[config.mk]
export PLATFORM = sky130hd
export DESIGN_NAME = rhd_acq_sequencer
export DESIGN_NICKNAME = d
export VERILOG_FILES = /design/src/rtl/rhd_seq_pkg.sv /design/src/rtl/rhd_seq_out_reg.sv /design/src/rtl/rhd_acq_sequencer.sv
export SDC_FILE = /design/constraint.sdc
export NUM_CORES = 1
export LEC_CHECK = 0
export BUFFER_PORTS_ARGS = -buffer_cell sky130_fd_sc_hd__buf_2
export CAP_MARGIN = 30
export CORE_UTILIZATION = 36
export CTS_CLUSTER_DIAMETER = 80
export CTS_CLUSTER_SIZE = 24
export DETAILED_ROUTE_END_ITERATION = 7
export GPL_ROUTABILITY_DRIVEN = 1
export REMOVE_ABC_BUFFERS = 1
export SLEW_MARGIN = 20
export SYNTH_ARGS = -nofsm -noshare
export SYNTH_HDL_FRONTEND = slang
export SYNTH_HIERARCHICAL = 1
export SYNTH_SLANG_ARGS = --single-unit
[constraint.sdc]
create_clock -name clk -period 2.3 [get_ports clk]
set_input_delay 0.23 -clock clk [delete_from_list [all_inputs] [get_ports clk]]
set_output_delay 0.23 -clock clk [all_outputs]
set_load 0.01 [all_outputs]
[src/rtl/rhd_seq_pkg.sv]
// Shared types and constants for the RHD acquisition sequencer.
package rhd_seq_pkg;

    typedef enum logic [1:0] {
        ST_IDLE,
        ST_ISSUE,
        ST_WAIT_DONE,
        ST_WAIT_RDY
    } seq_state_t;

    localparam logic [1:0]  CMD_CONVERT_HI = 2'b00;
    localparam logic [15:0] CMD_FLUSH      = 16'hFF00;
    localparam int unsigned PIPE_LAT       = 2;

    function automatic logic [15:0] convert_cmd(input logic [5:0] ch);
        return {CMD_CONVERT_HI, ch, 8'h00};
    endfunction

endpackage

[src/rtl/rhd_seq_out_reg.sv]
// One-deep valid/ready holding register for tagged A/B result pairs.
// A capture arriving while the held word is still unaccepted is dropped.
module rhd_seq_out_reg #(
    parameter int unsigned CH_W = 6
) (
    input  logic            clk,
    input  logic            rstn,
    input  logic            in_valid,
    input  logic [15:0]     in_a,
    input  logic [15:0]     in_b,
    input  logic [CH_W-1:0] in_chan,
    input  logic            in_first,
    input  logic            out_ready,
    output logic            out_valid,
    output logic [15:0]     out_a,
    output logic [15:0]     out_b,
    output logic [CH_W-1:0] out_chan,
    output logic            out_first,
    output logic            drop
);

    logic load;

    assign load = in_valid && (!out_valid || out_ready);
    assign drop = in_valid && out_valid && !out_ready;

    always_ff @(posedge clk or negedge rstn) begin
        if (!rstn) begin
            out_valid <= 1'b0;
            out_a     <= '0;
            out_b     <= '0;
            out_chan  <= '0;
            out_first <= 1'b0;
        end else if (load) begin
            out_valid <= 1'b1;
            out_a     <= in_a;
            out_b     <= in_b;
            out_chan  <= in_chan;
            out_first <= in_first;
        end else if (out_valid && out_ready) begin
            out_valid <= 1'b0;
        end
    end

endmodule

[src/rtl/rhd_acq_sequencer.sv]
// Frame scheduler for rhd_spi_master: CONVERT per channel, optional aux, two flushes.
// Define RHD_SEQ_AUX_EN to insert the auxiliary command slot after the channels.
module rhd_acq_sequencer
    import rhd_seq_pkg::*;
#(
    parameter int unsigned NUM_CH = 32,
    parameter int unsigned CH_W   = 6
) (
    input  logic            clk,
    input  logic            rstn,
    input  logic            enable,
    input  logic            frame_tick,
    input  logic            clear,
    input  logic [15:0]     aux_cmd,
    output logic            spi_start,
    output logic [15:0]     spi_cmd,
    input  logic            spi_done,
    input  logic [15:0]     spi_a_data,
    input  logic [15:0]     spi_b_data,
    output logic            out_valid,
    input  logic            out_ready,
    output logic [15:0]     out_a,
    output logic [15:0]     out_b,
    output logic [CH_W-1:0] out_chan,
    output logic            out_first,
    output logic            busy,
    output logic            overrun,
    output logic            frame_miss
);

`ifdef RHD_SEQ_AUX_EN
    localparam int unsigned AUX_SLOTS = 1;
`else
    localparam int unsigned AUX_SLOTS = 0;
`endif
    localparam int unsigned T  = NUM_CH + AUX_SLOTS + PIPE_LAT;
    localparam int unsigned XW = 7;

    seq_state_t      state;
    logic [XW-1:0]   xfer;
    logic [XW-1:0]   next_xfer;
    logic [15:0]     next_cmd;
    logic            done_q;
    logic            done_rise;
    logic            last_xfer;
    logic            cap_valid;
    logic [CH_W-1:0] cap_chan;
    logic            cap_first;
    logic            drop;

    assign next_xfer = (state == ST_IDLE) ? '0 : xfer + XW'(1);
    assign done_rise = spi_done && !done_q;
    assign last_xfer = (xfer == XW'(T - 1));
    assign busy      = (state != ST_IDLE);

    // Transfer s returns the result of slot s-PIPE_LAT; the first two carry nothing.
    assign cap_valid = (state == ST_WAIT_DONE) && done_rise && (xfer >= XW'(PIPE_LAT));
    assign cap_chan  = CH_W'(xfer - XW'(PIPE_LAT));
    assign cap_first = (xfer == XW'(PIPE_LAT));

    always_comb begin
        next_cmd = CMD_FLUSH;
        if (next_xfer < XW'(NUM_CH)) begin
            next_cmd = convert_cmd(next_xfer[5:0]);
        end
`ifdef RHD_SEQ_AUX_EN
        else if (next_xfer == XW'(NUM_CH)) begin
            next_cmd = aux_cmd;
        end
`endif
    end

`ifndef RHD_SEQ_AUX_EN
    logic unused_aux;
    assign unused_aux = ^aux_cmd;
`endif

    always_ff @(posedge clk or negedge rstn) begin
        if (!rstn) begin
            state     <= ST_IDLE;
            xfer      <= '0;
            spi_start <= 1'b0;
            spi_cmd   <= '0;
            done_q    <= 1'b0;
        end else begin
            done_q    <= spi_done;
            spi_start <= 1'b0;
            case (state)
                ST_IDLE: begin
                    if (frame_tick && enable) begin
                        state     <= ST_ISSUE;
                        xfer      <= next_xfer;
                        spi_cmd   <= next_cmd;
                        spi_start <= 1'b1;
                    end
                end
                ST_ISSUE: begin
                    state <= ST_WAIT_DONE;
                end
                ST_WAIT_DONE: begin
                    if (done_rise) begin
                        state <= ST_WAIT_RDY;
                    end
                end
                ST_WAIT_RDY: begin
                    if (!spi_done) begin
                        if (last_xfer || !enable) begin
                            state <= ST_IDLE;
                        end else begin
                            state     <= ST_ISSUE;
                            xfer      <= next_xfer;
                            spi_cmd   <= next_cmd;
                            spi_start <= 1'b1;
                        end
                    end
                end
                default: state <= ST_IDLE;
            endcase
        end
    end

    // Set events take priority over a same-cycle clear.
    always_ff @(posedge clk or negedge rstn) begin
        if (!rstn) begin
            overrun    <= 1'b0;
            frame_miss <= 1'b0;
        end else begin
            if (drop) begin
                overrun <= 1'b1;
            end else if (clear) begin
                overrun <= 1'b0;
            end
            if (frame_tick && (state != ST_IDLE)) begin
                frame_miss <= 1'b1;
            end else if (clear) begin
                frame_miss <= 1'b0;
            end
        end
    end

    rhd_seq_out_reg #(
        .CH_W(CH_W)
    ) u_out_reg (
        .clk       (clk),
        .rstn      (rstn),
        .in_valid  (cap_valid),
        .in_a      (spi_a_data),
        .in_b      (spi_b_data),
        .in_chan   (cap_chan),
        .in_first  (cap_first),
        .out_ready (out_ready),
        .out_valid (out_valid),
        .out_a     (out_a),
        .out_b     (out_b),
        .out_chan  (out_chan),
        .out_first (out_first),
        .drop      (drop)
    );

endmodule

==> impl.org <==
** Min path
- Worst hold path cell count :: 1
- The path with the worst hold slack has its endpoint at done_q.
- Start point of the worst min-delay path :: spi_done
- Worst min-delay path category :: input pin to flop

** Worst setup path
- Largest driver fanout on the critical path :: 39
- Category of the worst setup path launch point :: flop
- Data arrives at the worst endpoint at 2.23 ns.
- Path depth of the worst reg2reg path :: 7
- Register-to-Register Setup Slack :: 0.28 ns
- Critical path class :: flop to flop
- Reg2Reg Launch Point :: xfer[0]
- Element type at the critical path end :: flop
- Capturing point of the worst reg2reg path :: u_out_reg/out_a[1]
- Required time of the worst setup path :: 2.51 ns

** Run
- Across the run, the number of max-cap violations was 0.

** Clocking
- In this run the deepest clock path goes through 2 buffers.
- Clock tree synthesis inserted a total of 9 buffers.
- The cell sitting at the root of the clock tree is a sky130_fd_sc_hd__clkbuf_8.
- Source-to-sink clock delay at the later pin of the worst-skew pair :: 0.33 ns
- After clock tree synthesis, the setup repair step added 0 buffers.
- CTS H-tree lvls :: 3
- After clock tree synthesis, the clock-pin slew on the worst setup and hold paths is 0.07 ns.
- TritonCTS built the clock tree.
- CTS saw a little under 60 sinks.

** Timing
- Final Hold Vio Count :: 0
- Adding up every negative setup slack in the final design gives 0 ns.
- The routed design could run at a clock period as short as between 2 and 2.5 ns.
- Setup-violating endpoint count in the final report :: 0
- Setup repair after global routing left no endpoint under its margin.
- Period Utilization, post-route :: between 80% and 90%
- In this run the tightest slew margin relative to its limit is 53.96%.
- Across all hold checks on the routed design, the worst slack comes to around 0.050 ns.
- Total count of max-transition violations in the final report :: 0
- For the pin with the worst max-slew slack, the measured transition is 0.6906 ns.
- Derived from the worst setup path, the maximum achievable clock frequency is approximately 500 MHz.
- On the final layout, the worst clock skew is 0.009939 ns.

** Die
- Total die area :: 8423 um2
- Once the floorplan was initialized, standard cells occupied a little under two fifths of the core.
- The die is 91.78 um wide.
- IO Pins :: 115
- The floorplan has 32 rows.
- Core Box Area :: 7767 um2
- Measured along the y axis, the die boundary spans 91.78 um.

** Outcome
- The flow ran to the end, and the final reports show no timing, DRC or antenna violations.

** Final layout
- Growth of design area from synthesis to finish :: 25.74%
- In the layout the commonest cells are sky130_fd_sc_hd__buf_2 (90), sky130_fd_sc_hd__dfrtp_1 (59), sky130_fd_sc_hd__mux2_2 (29).
- Share of layout cells above drive strength 1 :: 51.38%
- Post-route non-filler standard cell count :: 429
- Leaving out fill and tap cells, the most frequent cell in the layout is sky130_fd_sc_hd__buf_2.
- Net count reported at finish :: 385
- The repair_antennas step left the layout with diodes totalling 0.

** Place
- At the end of routability-driven placement, the weighted congestion stood at 0.7808.
- Estimated wirelength of the detail-placed design :: 4183 um
- Placed cell count :: about 410
- Number of buffers inserted by port buffering :: 90

** Synth
- The cell count after synthesis came out at 227.
- Sequential-to-total area share from yosys stat :: 50.88%
- During synthesis, Yosys emitted a total of 6 warnings.
- Avg Inst Size Synth :: 12.78 um2
- Register bit count reported by yosys :: between 50 and 60
- Of all flip-flops after synthesis, the portion carrying an async set or reset was 100.0%.
- Netlist area before placement :: 2902 um2
- Counting distinct cell types in the post-synthesis netlist gives 45.
- Number of flops mapped to enable cells by yosys :: 0
- Post-synth top flop :: sky130_fd_sc_hd__dfrtp_1

** GRT
- Wire length of the first global-routing pass :: ~10000 um
- Entering global routing, the biggest net connects 40 pins.
- The number of antenna violations at the first check in global routing came to 0.
- All-layer global routing usage :: around 15%
- Via count of the first global-routing pass :: between 1500 and 2000
- For this run the aggregate overflow at the end of global routing stands at 0.

** Power
- Across the VDD grid, the largest voltage drop is 0.4225 mV.
- Power Dens Cells :: 1366 nW/um2
- For this design the static power due to leakage is 0.001888 uW.
- After layout, the design draws a total of approximately 5000 uW.

** Routing
- For this block, the initial DRC count from the detailed router was 35.
- Wires add up to around 6000 um.
- Antenna Nets Post-Route :: 0
- Vias :: 2032
- Number of remaining DRC errors :: 0
- Routed vias/inst :: around 4.7
- Drt wl/cell :: ~14 um
- Before antenna repair, the detailed router went through 4 iterations.
worst max-delay path by stage:
stage,slack (ns),cells after the start,start,endpoint
floorplan,0.06,5,xfer[2],u_out_reg/out_a[0]
finish,0.28,7,xfer[0],u_out_reg/out_a[1]
global route,0.11,7,xfer[0],u_out_reg/out_a[1]
detailed placement,0.30,7,xfer[0],u_out_reg/out_b[12]
CTS,0.28,7,xfer[0],u_out_reg/out_a[1]
global placement,0.31,7,xfer[0],u_out_reg/out_a[2]
metrics by stage:
stage	instance area (um2)	worst slack [ns]	util, %
after detailed placement	3412	0.3025	43.93
final	3649	0.2805	46.97
after global placement	3412	0.3087	43.93
after floorplan	2756	0.05779	-
after global routing	3649	0.1096	46.97
after CTS	3649	0.2849	46.97
flip-flops by register name, summed over array words and instances (netlist names), 2 cells and up:
name,cells
spi_cmd,6
state,2
u_out_reg/out_a,16
u_out_reg/out_b,16
u_out_reg/out_chan,6
xfer,7
layout make-up:
class                   count  area [um2]
clock buffers              10       137.6
clock inverters             6       88.84
fillers                   740        4119
inverters                  13       48.80
multi-input cells         141        1231
flip-flops and latches     59        1476
well taps                 102       127.6
repair buffers             98       538.0
worst max-delay path, cell delays in order, from the launching register on:
cell and delay, ns:
sky130_fd_sc_hd__dfrtp_1 0.47, sky130_fd_sc_hd__inv_1 0.12, sky130_fd_sc_hd__ha_1 0.16, sky130_fd_sc_hd__nand2_1 0.08
sky130_fd_sc_hd__a311oi_1 0.42, sky130_fd_sc_hd__nand2_2 0.11, sky130_fd_sc_hd__buf_12 0.21, sky130_fd_sc_hd__mux2_4 0.32
per-layer routing:
layer / global-route usage, % / vias up / part of all wire [%]
met5: 0 / - / 0
met3: 4.561 / 8 / 6.4
li1: - / 978 / -
met2: 24.87 / 74 / 46
met4: 6.250 / 0 / 1.2
met1: 19.24 / 972 / 46
logic make-up after synthesis:
logic type / synth area share [%]
flops: 50.88
mux: 18.84
simple gates: 7.245
compound gates: 10.35
buf+inv: 7.590
fa+ha+maj: 3.450
xor+xnor: 1.509
other cells: 0.1292
synth_stat cells (2+ instances only):
master,n,area [um2]
sky130_fd_sc_hd__o21ai_0,8,40.04
sky130_fd_sc_hd__mux2_2,29,326.6
sky130_fd_sc_hd__nand4_1,2,12.51
sky130_fd_sc_hd__o211ai_1,2,15.01
sky130_fd_sc_hd__nand3_1,4,20.02
sky130_fd_sc_hd__inv_1,13,48.80
sky130_fd_sc_hd__xor2_1,4,35.03
sky130_fd_sc_hd__buf_2,2,10.01
sky130_fd_sc_hd__nand2b_1,3,18.77
sky130_fd_sc_hd__a211oi_1,2,15.01
sky130_fd_sc_hd__dfrtp_1,59,1476
sky130_fd_sc_hd__clkbuf_1,2,7.510
sky130_fd_sc_hd__buf_4,10,75.07
sky130_fd_sc_hd__a22o_1,7,61.31
sky130_fd_sc_hd__nor3_1,6,30.03
sky130_fd_sc_hd__nand2_1,7,26.28
sky130_fd_sc_hd__ha_1,8,100.1
sky130_fd_sc_hd__a21oi_1,2,10.01
sky130_fd_sc_hd__nor2_1,11,41.29
sky130_fd_sc_hd__o22ai_1,2,12.51
sky130_fd_sc_hd__buf_6,7,78.83
sky130_fd_sc_hd__mux2_4,14,210.2
power breakdown:
part / switching (uW) / leakage (uW) / internal, uW / total (uW)
Sequential: 236 / 0.000741 / 1480 / 1710
Combinational: 1110 / 0.00104 / 1100 / 2210
Clock: 420 / 0.000108 / 639 / 1060
Total: 1770 / 0.00189 / 3210 / 4990
timing repair:
action | in CTS | in global routing
endpoints found under the hold margin | 28 | 0
gates resized for setup | 0 | 0
endpoints found under the setup margin | 0 | 0
hold buffers | 1 | 0
(Power assumes the default switching activity.)
